## config.mk

```make
export PLATFORM = sky130hd
export DESIGN_NAME = irda_mir_rx_framer
export DESIGN_NICKNAME = d
export VERILOG_FILES = /design/src/rtl/irda_mir_rx_framer_pkg.sv /design/src/rtl/irda_mir_rx_framer_crc16_ser.sv /design/src/rtl/irda_mir_rx_framer.sv
export SDC_FILE = /design/constraint.sdc
export NUM_CORES = 1
export LEC_CHECK = 0
export CORE_MARGIN = 8
export CORE_UTILIZATION = 52
export CTS_CLUSTER_DIAMETER = 120
export DETAILED_ROUTE_END_ITERATION = 12
export HOLD_SLACK_MARGIN = 0.05
export PLACE_DENSITY = 0.87
export SYNTH_ARGS = -nofsm -noshare
export SYNTH_HDL_FRONTEND = slang
export SYNTH_SLANG_ARGS = --single-unit
export TNS_END_PERCENT = 20
```

## constraint.sdc

```tcl
create_clock -name clk -period 3.1 [get_ports clk]
set_input_delay 0.62 -clock clk [delete_from_list [all_inputs] [get_ports clk]]
set_output_delay 0.62 -clock clk [all_outputs]
set_load 0.1 [all_outputs]
```

## src/rtl/irda_mir_rx_framer_pkg.sv

```systemverilog
// Shared definitions for the MIR receive framer: FSM states, CRC constants
// and the serial CRC-CCITT16 step function.
package irda_mir_rx_framer_pkg;

  typedef enum logic [1:0] {
    ST_IDLE = 2'd0,
    ST_STA  = 2'd1,
    ST_DATA = 2'd2,
    ST_CHK  = 2'd3
  } rx_state_t;

  localparam logic [15:0] CRC_INIT    = 16'hFFFF;
  localparam logic [15:0] CRC_RESIDUE = 16'h1D0F;
  localparam logic [15:0] CRC_POLY    = 16'h1021;

  // Bit periods absorbed after a flag before data may start
  localparam logic [2:0] FLAG_CNT_RELOAD = 3'd7;

  // One serial step of x^16+x^12+x^5+1, bits fed in arrival order
  function automatic logic [15:0] crc16_step(input logic [15:0] crc, input logic din);
    crc16_step = {crc[14:0], 1'b0} ^ ((crc[15] ^ din) ? CRC_POLY : 16'h0000);
  endfunction

endpackage

```

## src/rtl/irda_mir_rx_framer_crc16_ser.sv

```systemverilog
// Serial CRC-CCITT16 accumulator with synchronous clear and per-bit enable.
module irda_mir_rx_framer_crc16_ser
  import irda_mir_rx_framer_pkg::*;
(
  input  logic        clk,
  input  logic        wb_rst_i,
  input  logic        clr,
  input  logic        bit_en,
  input  logic        din,
  output logic [15:0] crc
);

  // CRC register: restarts at all ones, advances one step per enabled bit
  always_ff @(posedge clk or negedge wb_rst_i) begin
    if (!wb_rst_i) begin
      crc <= CRC_INIT;
    end else if (clr) begin
      crc <= CRC_INIT;
    end else if (bit_en) begin
      crc <= crc16_step(crc, din);
    end
  end

endmodule

```

## src/rtl/irda_mir_rx_framer.sv

```systemverilog
// MIR receive framer: absorbs opening flags, packs de-stuffed bits into
// FIFO words (first bit in bit 0), counts bytes, checks the CRC residue and
// reports per-frame status. Aborts on break or length overrun.
module irda_mir_rx_framer
  import irda_mir_rx_framer_pkg::*;
#(
  parameter int          DATA_W    = 32,
  parameter int          LEN_W     = 16,
  parameter int unsigned MAX_BYTES = 2051,
  parameter int unsigned MIN_BYTES = 3
) (
  input  logic                      clk,
  input  logic                      wb_rst_i,
  input  logic                      rx_restart,
  input  logic                      bit_en,
  input  logic                      flag_det,
  input  logic                      brk_det,
  input  logic                      dbit_vld,
  input  logic                      dbit,
  input  logic                      fifo_full,
  output logic [DATA_W-1:0]         rxf_dat,
  output logic                      rxf_push,
  output logic                      rxf_last,
  output logic [$clog2(DATA_W/8):0] rxf_nbytes,
  output logic [LEN_W-1:0]          frame_len,
  output logic                      frame_done,
  output logic                      crc_err,
  output logic                      align_err,
  output logic                      len_err,
  output logic                      overrun_err,
  output logic                      abort_err,
  output logic                      busy
);

  localparam int PTR_W = $clog2(DATA_W);
  localparam int NB_W  = $clog2(DATA_W / 8) + 1;

  rx_state_t         state, state_n;
  logic [2:0]        flag_cnt, flag_cnt_n;
  logic [PTR_W-1:0]  ptr, ptr_n;
  logic [DATA_W-1:0] word, word_n, word_ins;
  logic [PTR_W:0]    ptr_ext;
  logic [NB_W-1:0]   held_bytes;
  logic              byte_done;
  logic [LEN_W-1:0]  frame_len_n;
  logic [DATA_W-1:0] dat_n;
  logic              last_n;
  logic [NB_W-1:0]   nbytes_n;
  logic              push_req, push_n, done_n;
  logic              crc_err_n, align_err_n, len_err_n, overrun_err_n, abort_err_n;
  logic              crc_clr, crc_en;
  logic [15:0]       crc;

  irda_mir_rx_framer_crc16_ser u_crc (
    .clk      (clk),
    .wb_rst_i (wb_rst_i),
    .clr      (crc_clr),
    .bit_en   (crc_en),
    .din      (dbit),
    .crc      (crc)
  );

  // Whole or partial bytes held in the packer, and the current byte finishing
  assign ptr_ext    = {1'b0, ptr} + (PTR_W + 1)'(7);
  assign held_bytes = ptr_ext[PTR_W:3];
  assign byte_done  = (ptr[2:0] == 3'd7);
  assign busy       = (state != ST_IDLE);

  // Packer word with the incoming bit placed at the pointer
  always_comb begin
    word_ins      = word;
    word_ins[ptr] = dbit;
  end

  // Next-state, packer, counter and status logic
  always_comb begin
    state_n       = state;
    flag_cnt_n    = flag_cnt;
    ptr_n         = ptr;
    word_n        = word;
    frame_len_n   = frame_len;
    dat_n         = rxf_dat;
    last_n        = rxf_last;
    nbytes_n      = rxf_nbytes;
    push_req      = 1'b0;
    done_n        = 1'b0;
    crc_err_n     = crc_err;
    align_err_n   = align_err;
    len_err_n     = len_err;
    overrun_err_n = overrun_err;
    abort_err_n   = abort_err;
    crc_clr       = 1'b0;
    crc_en        = 1'b0;

    if (rx_restart) begin
      state_n       = ST_IDLE;
      flag_cnt_n    = '0;
      ptr_n         = '0;
      word_n        = '0;
      frame_len_n   = '0;
      crc_err_n     = 1'b0;
      align_err_n   = 1'b0;
      len_err_n     = 1'b0;
      overrun_err_n = 1'b0;
      abort_err_n   = 1'b0;
      crc_clr       = 1'b1;
    end else if (bit_en) begin
      case (state)
        ST_IDLE: begin
          if (flag_det) begin
            state_n       = ST_STA;
            flag_cnt_n    = FLAG_CNT_RELOAD;
            ptr_n         = '0;
            word_n        = '0;
            frame_len_n   = '0;
            crc_err_n     = 1'b0;
            align_err_n   = 1'b0;
            len_err_n     = 1'b0;
            overrun_err_n = 1'b0;
            abort_err_n   = 1'b0;
            crc_clr       = 1'b1;
          end
        end
        ST_STA: begin
          if (brk_det) begin
            abort_err_n = 1'b1;
            done_n      = 1'b1;
            state_n     = ST_IDLE;
          end else if (flag_cnt != 3'd0) begin
            flag_cnt_n = flag_cnt - 3'd1;
          end else if (flag_det) begin
            flag_cnt_n = FLAG_CNT_RELOAD;
          end else begin
            state_n = ST_DATA;
          end
        end
        ST_DATA: begin
          if (brk_det) begin
            abort_err_n = 1'b1;
            if (ptr != '0) begin
              push_req = 1'b1;
              dat_n    = word;
              last_n   = 1'b1;
              nbytes_n = held_bytes;
            end
            done_n  = 1'b1;
            state_n = ST_IDLE;
            ptr_n   = '0;
            word_n  = '0;
          end else if (flag_det) begin
            if (ptr[2:0] != 3'd0) begin
              align_err_n = 1'b1;
            end
            push_req = 1'b1;
            dat_n    = word;
            last_n   = 1'b1;
            nbytes_n = held_bytes;
            ptr_n    = '0;
            word_n   = '0;
            state_n  = ST_CHK;
          end else if (dbit_vld) begin
            if (byte_done && (32'(frame_len) >= MAX_BYTES)) begin
              len_err_n = 1'b1;
              if (ptr != '0) begin
                push_req = 1'b1;
                dat_n    = word;
                last_n   = 1'b1;
                nbytes_n = held_bytes;
              end
              done_n  = 1'b1;
              state_n = ST_IDLE;
              ptr_n   = '0;
              word_n  = '0;
            end else begin
              crc_en = 1'b1;
              if (byte_done && (frame_len != '1)) begin
                frame_len_n = frame_len + LEN_W'(1);
              end
              if (ptr == PTR_W'(DATA_W - 1)) begin
                push_req = 1'b1;
                dat_n    = word_ins;
                last_n   = 1'b0;
                nbytes_n = NB_W'(DATA_W / 8);
                ptr_n    = '0;
                word_n   = '0;
              end else begin
                word_n = word_ins;
                ptr_n  = ptr + PTR_W'(1);
              end
            end
          end
        end
        ST_CHK: begin
          if (brk_det) begin
            abort_err_n = 1'b1;
          end else begin
            crc_err_n = (crc != CRC_RESIDUE);
            if (32'(frame_len) < MIN_BYTES) begin
              len_err_n = 1'b1;
            end
          end
          done_n  = 1'b1;
          state_n = ST_IDLE;
        end
        default: begin
          state_n = ST_IDLE;
        end
      endcase
    end

    push_n = push_req & ~fifo_full;
    if (push_req && fifo_full) begin
      overrun_err_n = 1'b1;
    end
  end

  // State, packer, counters and registered outputs
  always_ff @(posedge clk or negedge wb_rst_i) begin
    if (!wb_rst_i) begin
      state       <= ST_IDLE;
      flag_cnt    <= '0;
      ptr         <= '0;
      word        <= '0;
      frame_len   <= '0;
      rxf_dat     <= '0;
      rxf_push    <= 1'b0;
      rxf_last    <= 1'b0;
      rxf_nbytes  <= '0;
      frame_done  <= 1'b0;
      crc_err     <= 1'b0;
      align_err   <= 1'b0;
      len_err     <= 1'b0;
      overrun_err <= 1'b0;
      abort_err   <= 1'b0;
    end else begin
      state       <= state_n;
      flag_cnt    <= flag_cnt_n;
      ptr         <= ptr_n;
      word        <= word_n;
      frame_len   <= frame_len_n;
      rxf_dat     <= dat_n;
      rxf_push    <= push_n;
      rxf_last    <= last_n;
      rxf_nbytes  <= nbytes_n;
      frame_done  <= done_n;
      crc_err     <= crc_err_n;
      align_err   <= align_err_n;
      len_err     <= len_err_n;
      overrun_err <= overrun_err_n;
      abort_err   <= abort_err_n;
    end
  end

endmodule
```

Word-level counts from Yosys, hierarchy flattened. Cells that the tools add are included. W data, S select, Z words.

Add/subtract/negate cells: 4. $lt $le $gt $ge: 4. Eq/ne operators: 24. Mux-type cells: 124. Bitwise operators: 5. Reductions and logical operators: 31.

Operators by type and width (number): $mux W32 (14); $mux W16 (10); $pmux W32 S2 (1); $mux W1 (58); $mux W5 (8); $ne A3 B3 Y1 const B (12); $mux W3 (11); $bwmux W32 (1); $pmux W16 S2 (1); $reduce_bool A3 Y1 (9); $mux W2 (10); $add A16 B1 Y16 const B (1); $ge A16 B12 Y1 const B (1); $lt A16 B2 Y1 const B (1); $ne A16 B13 Y1 const B (1); $ne A16 B16 Y1 const B (1); $xor A16 B16 Y16 (1); $mux W13 (1); $reduce_and A6 Y1 (2); $ne A5 B5 Y1 const B (2); $pmux W5 S2 (1); $reduce_and A3 Y1 (3); $reduce_and A9 Y1 (1); $ne A4 B4 Y1 const B (2); other kinds (27) (39).

Bits in registers: 117. Input port bits: 9. Output and inout port bits: 60. Word-level logic and storage cells: 208.

Logic depth before layout (Yosys ltp).
Depth in word-level cells: 13. Depth in mapped cells: 10. Gate-level depth less buffers: 8.

By module. Synthesis repeated with hierarchy kept, for this count alone.

Cell total of the unflattened synthesis: 629. Area total of the unflattened synthesis: 6123.4 um^2.

Modules (own cells, without submodules): irda_mir_rx_framer (times used 1, cells an instance 573, area an instance 5382.7 um^2, sequential area each 2527.4 um^2); irda_mir_rx_framer_crc16_ser (times used 1, cells an instance 56, area an instance 740.7 um^2, sequential area each 420.4 um^2).

Least setup slack after synthesis. OpenSTA, ideal clock, no wires.

Kind: reg2reg. Start: register frame_len[0]. End: register rxf_dat[21]. Library setup time: 0.123 ns. Data arrival time: 2.836 ns. Data required time: 2.977 ns. Setup slack: 0.141 ns. Cell stages (with the launch flop): 9. Path buffers: 2. Clock period less this slack: 2.959 ns. Cell sequence: dfrtp_1 -> ha_1 -> nor4_1 -> and4b_1 -> o21bai_2 -> buf_2 -> clkbuf_1 -> o211ai_1 -> a32o_1.

Cells in the longest elaborated chain, start to end: 6. Elaborated cells between the ends (all ways): 8. Classes of those cells: order compare: 1; mux: 4; reduce/logical: 3.

Ends and longest elaborated chain: from (decl) (RTL line irda_mir_rx_framer.sv:25) `output logic [LEN_W-1:0] frame_len,`; from (signal assigned) (RTL line irda_mir_rx_framer.sv:240) `frame_len <= frame_len_n;`; $ge A16 B12 Y1 * (RTL line irda_mir_rx_framer.sv:162) `if (byte_done && (32'(frame_len) >= MAX_BYTES)) begin`; $logic_and A1 B1 Y1 * (RTL line irda_mir_rx_framer.sv:162); $mux W32 (RTL line irda_mir_rx_framer.sv:162); $mux W32 (RTL line irda_mir_rx_framer.sv:161) `end else if (dbit_vld) begin`; $mux W32 (RTL line irda_mir_rx_framer.sv:150) `end else if (flag_det) begin`; $mux W32 (RTL line irda_mir_rx_framer.sv:138) `if (brk_det) begin`; to (signal assigned) (RTL line irda_mir_rx_framer.sv:241) `rxf_dat <= dat_n;`; to (decl) (RTL line irda_mir_rx_framer.sv:21) `output logic [DATA_W-1:0] rxf_dat,`.

Every way passes the cells marked *; elsewhere a longest branch is shown, timed or not. The select of a mux whose other input is x is not followed. A chain may end at the register's enable or synchronous reset.

Worst setup path in the final report.
Start: register frame_len[0]. End: register u_crc.crc[5].

Cells in the longest elaborated chain, start to end: 10.

Ends and longest elaborated chain: $ge A16 B12 Y1 (RTL line irda_mir_rx_framer.sv:162); $logic_and A1 B1 Y1 (RTL line irda_mir_rx_framer.sv:162); $mux W1 (RTL line irda_mir_rx_framer.sv:162); $mux W1 (RTL line irda_mir_rx_framer.sv:161); $mux W1 (RTL line irda_mir_rx_framer.sv:150); $mux W1 (RTL line irda_mir_rx_framer.sv:138); $mux W1 (RTL line irda_mir_rx_framer.sv:108) `case (state)`; $mux W1 (RTL line irda_mir_rx_framer.sv:107) `end else if (bit_en) begin`; $mux W1 (RTL line irda_mir_rx_framer.sv:95) `if (rx_restart) begin`; $reduce_bool A2 Y1 (no line); to (signal assigned) (RTL line irda_mir_rx_framer_crc16_ser.sv:20) `crc <= crc16_step(crc, din);`; to (decl) (RTL line irda_mir_rx_framer_crc16_ser.sv:10) `output logic [15:0] crc`.

Every way passes these cells.

==> reports/qor.yml <==
critical_path:
  worstPathRequired_ns: 3.42
  crit_type: "reg2reg"
  crit_fanout: 18
  start_kind: "flip-flop"
  cp.arrival_ns: 3.24
  rrSetupSlack_ns: 0.18
  endpoint_kind: "flip-flop"
timing:
  clock_skew_ns: 0.0108
  setup_violations: 0
  rsz0062_at_grt: "false"
  period_needed_ns: 2.92
  hold_violations: 0
  fin_crit_sh_pct: 94.1
  fmax_mhz: 343
  setup_tns_ns: 0
  worst_slew_pin_slew_ns: 0.646
  drv_slew: 0
  slew_headroom_pct: 57.0
clock_network:
  cts_root_buf: "clkbuf_16"
  clock_latency_ns: 0.43
  ctsHoldBuffers: 0
  cts_sinks: 117
  cts_made_buffers: 17
  h-tree-depth: 4
  cts.reportedPaths.clkPinSlew_ns: 0.05
  cts_resized: 0
  clockBufferDepth: 2
  cts_tree: "yes"
  cts_setup_buffers: 0
yosys:
  synth_ff_type: "dfrtp_1"
  async_flop_share_pct: 100
  syn_area_per_cell_um2: 9.16
  syn-cell-area_mm2: 0.00617
  yosysUniqueCellTypes: 58
  synth_edf_count: 0
  ys_warn_count: 0
  synthCells: 674
  ys_seq_area_share_pct: 47.8
  synth.net_count: 693
  synth-seq-cells: 117
final_layout:
  n_fill_cell: 867
  multi_input_area_mm2: 0.00296
  area.sequential_mm2: 0.00295
  layout.nets: 752
  drive_gt1_share_pct: 19.1
  diodes: 0
  syn2layout_area_growth_pct: 22.0
die:
  die_y_um: 125
  io_pins: 69
  core_mm2: 0.0115
  dieArea_mm2: 0.0156
  rows: 39
  initial_core_util_pct: 53.6
  die_w_um: 125
detailed_routing:
  dr.first_iter.drc_count: 541
  num_vias: 5532
  wire_per_inst_um: 18.3
  ant_nets: 0
  via_per_inst: 6.24
  route.detailed.drc: 0
  drtPass1Iterations: 6
  drt-total-wl_mm: 16.2
global_routing:
  globalRoute.totalOverflow: 0
  antenna_found_initial: 0
  grt_pass1_vias: 5337
  grt_max_degree: 57
  grt_pass1_wl_mm: 26.9
  grtUsageTotal_pct: 21.0
pwr:
  p_leak_uw: 0.00343
  power.density_mw_per_mm2: 598
  peakVddDrop_mv: 0.578
  p_total_uw: 4500
status:
  status: "finished, final reports clean"
place:
  dpl.hpwl_mm: 10.7
  gp_congestion: 0.933
  numPortBuffers: 68
run:
  cap_violations: 0
min_path:
  hold_class: "in2async"
[placed cells by master, fill, tap and decap left out, types with 2 or more instances in the layout]
cell type        instances
nor3_2                   2
dfrtp_1                101
mux2i_1                  2
o21ai_0                 20
o22a_1                   3
nor3b_1                  3
nand2b_1                13
a31oi_1                  5
a21oi_1                 38
nand3_1                 22
and3_1                   5
ha_1                    10
o21ai_1                 30
buf_4                   78
and2_1                   4
a21o_1                   2
xor2_1                  10
a22o_1                  58
a32o_1                   7
clkbuf_8                 4
nand4_1                  8
clkdlybuf4s50_1          7
nor3_1                   5
o211ai_1                34
clkbuf_16               17
nor4_1                   2
nand2_1                 87
nor2_1                  88
o21a_1                   5
nor4b_1                  2
o2bb2ai_1                3
clkinv_2                 2
dfstp_2                 16
inv_1                   11
bufinv_16                6
buf_12                   3
xnor2_1                  3
or2_2                    4
[state kept, by name, summed over array words and instances, names as in the netlist]
name and flops:
rxf_nbytes 3, rxf_dat 32, flag_cnt 3, word 32, frame_done 1, rxf_last 1, rxf_push 1, ptr 5
state 2, abort_err 1, align_err 1, frame_len 16, crc_err 1, u_crc.crc 16, len_err 1, overrun_err 1
[cell families (layout without fill, tap and decap cells)]
kind of cell,Yosys count,count (layout),share of synthesized area (%)
flops,117,117,47.8
simple gates,254,254,18.8
compound gates,219,219,25.1
xor+xnor,13,13,1.85
mux,2,2,0.324
fa+ha+maj,10,10,2.03
buf+inv,59,129,4.20
[power breakdown]
| group | internal [µW] | switching, µW | leakage (µW) |
|---|---|---|---|
| Sequential | 1570 | 46.9 | 0.00157 |
| Clock | 1580 | 687 | 0.000331 |
| Combinational | 181 | 438 | 0.00153 |
| Total | 3330 | 1170 | 0.00343 |
[layout make-up]
cell class                      instances  area share (%)
Timing Repair Buffer                   88            9.51
Clock inverter                          9            2.63
Multi-Input combinational cell        498            39.4
Sequential cell                       117            39.2
Inverter                               11           0.549
Clock buffer                           21            6.38
Tap cell                              143            2.38
[cell usage after synthesis, drive strengths merged (2+ instances only)]
master,number,area (µm²)
a21o,2,15.0
a21oi,38,190
a22o,58,508
a31oi,5,31.3
a32o,7,70.1
and2,4,25.0
and3,5,31.3
buf,28,143
clkbuf,20,75.1
dfrtp,101,2530
dfstp,16,420
ha,10,125
inv,11,41.3
mux2i,2,20.0
nand2,88,333
nand2b,13,81.3
nand3,22,110
nand4,8,50.1
nor2,88,330
nor3,7,45.0
nor3b,3,22.5
nor4,2,12.5
nor4b,2,17.5
o211ai,34,255
o21a,5,37.5
o21ai,51,259
o21bai,2,18.8
o22a,3,26.3
o2bb2ai,3,26.3
or2,4,25.0
or3,2,17.5
or4,2,18.8
xnor2,3,26.3
xor2,10,87.6
[critical path: stages (launching register included)]
cell      delay, ns
dfrtp_1        0.43
ha_1           0.30
nor4_1         0.53
and4b_1        0.34
o21bai_2       0.23
or3_1          0.70
nand2_1        0.18
o211ai_1       0.11
[layer usage]
metal  global-route usage [%]  vias to the layer above  wire length, µm
li1                         -                     2554                -
met1                     26.8                     2684             6820
met2                     33.1                      265             7700
met3                     5.95                       29             1330
met4                     8.17                        0              340
met5                        0                        -                0
[per-stage QoR]
stage	util [%]	setup WS, ns	hold WS [ns]	instance area, µm²	cells
global route	65.4	0.0758	0.266	7530	887
CTS	65.4	0.263	0.231	7530	887
floorplan	-	0.141	0.324	6170	674
finish	65.4	0.182	0.208	7530	887
detailed placement	59.5	0.269	0.475	6850	857
global placement	59.5	0.359	0.474	6850	857
[path summary, 6_finish.rpt]
| kind | from | endpoint | cells after the start |
|---|---|---|---|
| worst max-delay path | frame_len[0] | u_crc.crc[5] | 7 |
| worst min-delay path | wb_rst_i | rxf_nbytes[1] | 1 |
| worst max register to register | frame_len[0] | u_crc.crc[5] | 7 |
| worst min register to register | u_crc.crc[13] | u_crc.crc[13] | 2 |
| max in group asynchronous | wb_rst_i | rxf_dat[31] | 2 |
| min in group clk | u_crc.crc[13] | u_crc.crc[13] | 2 |
(Power assumes the default switching activity.)
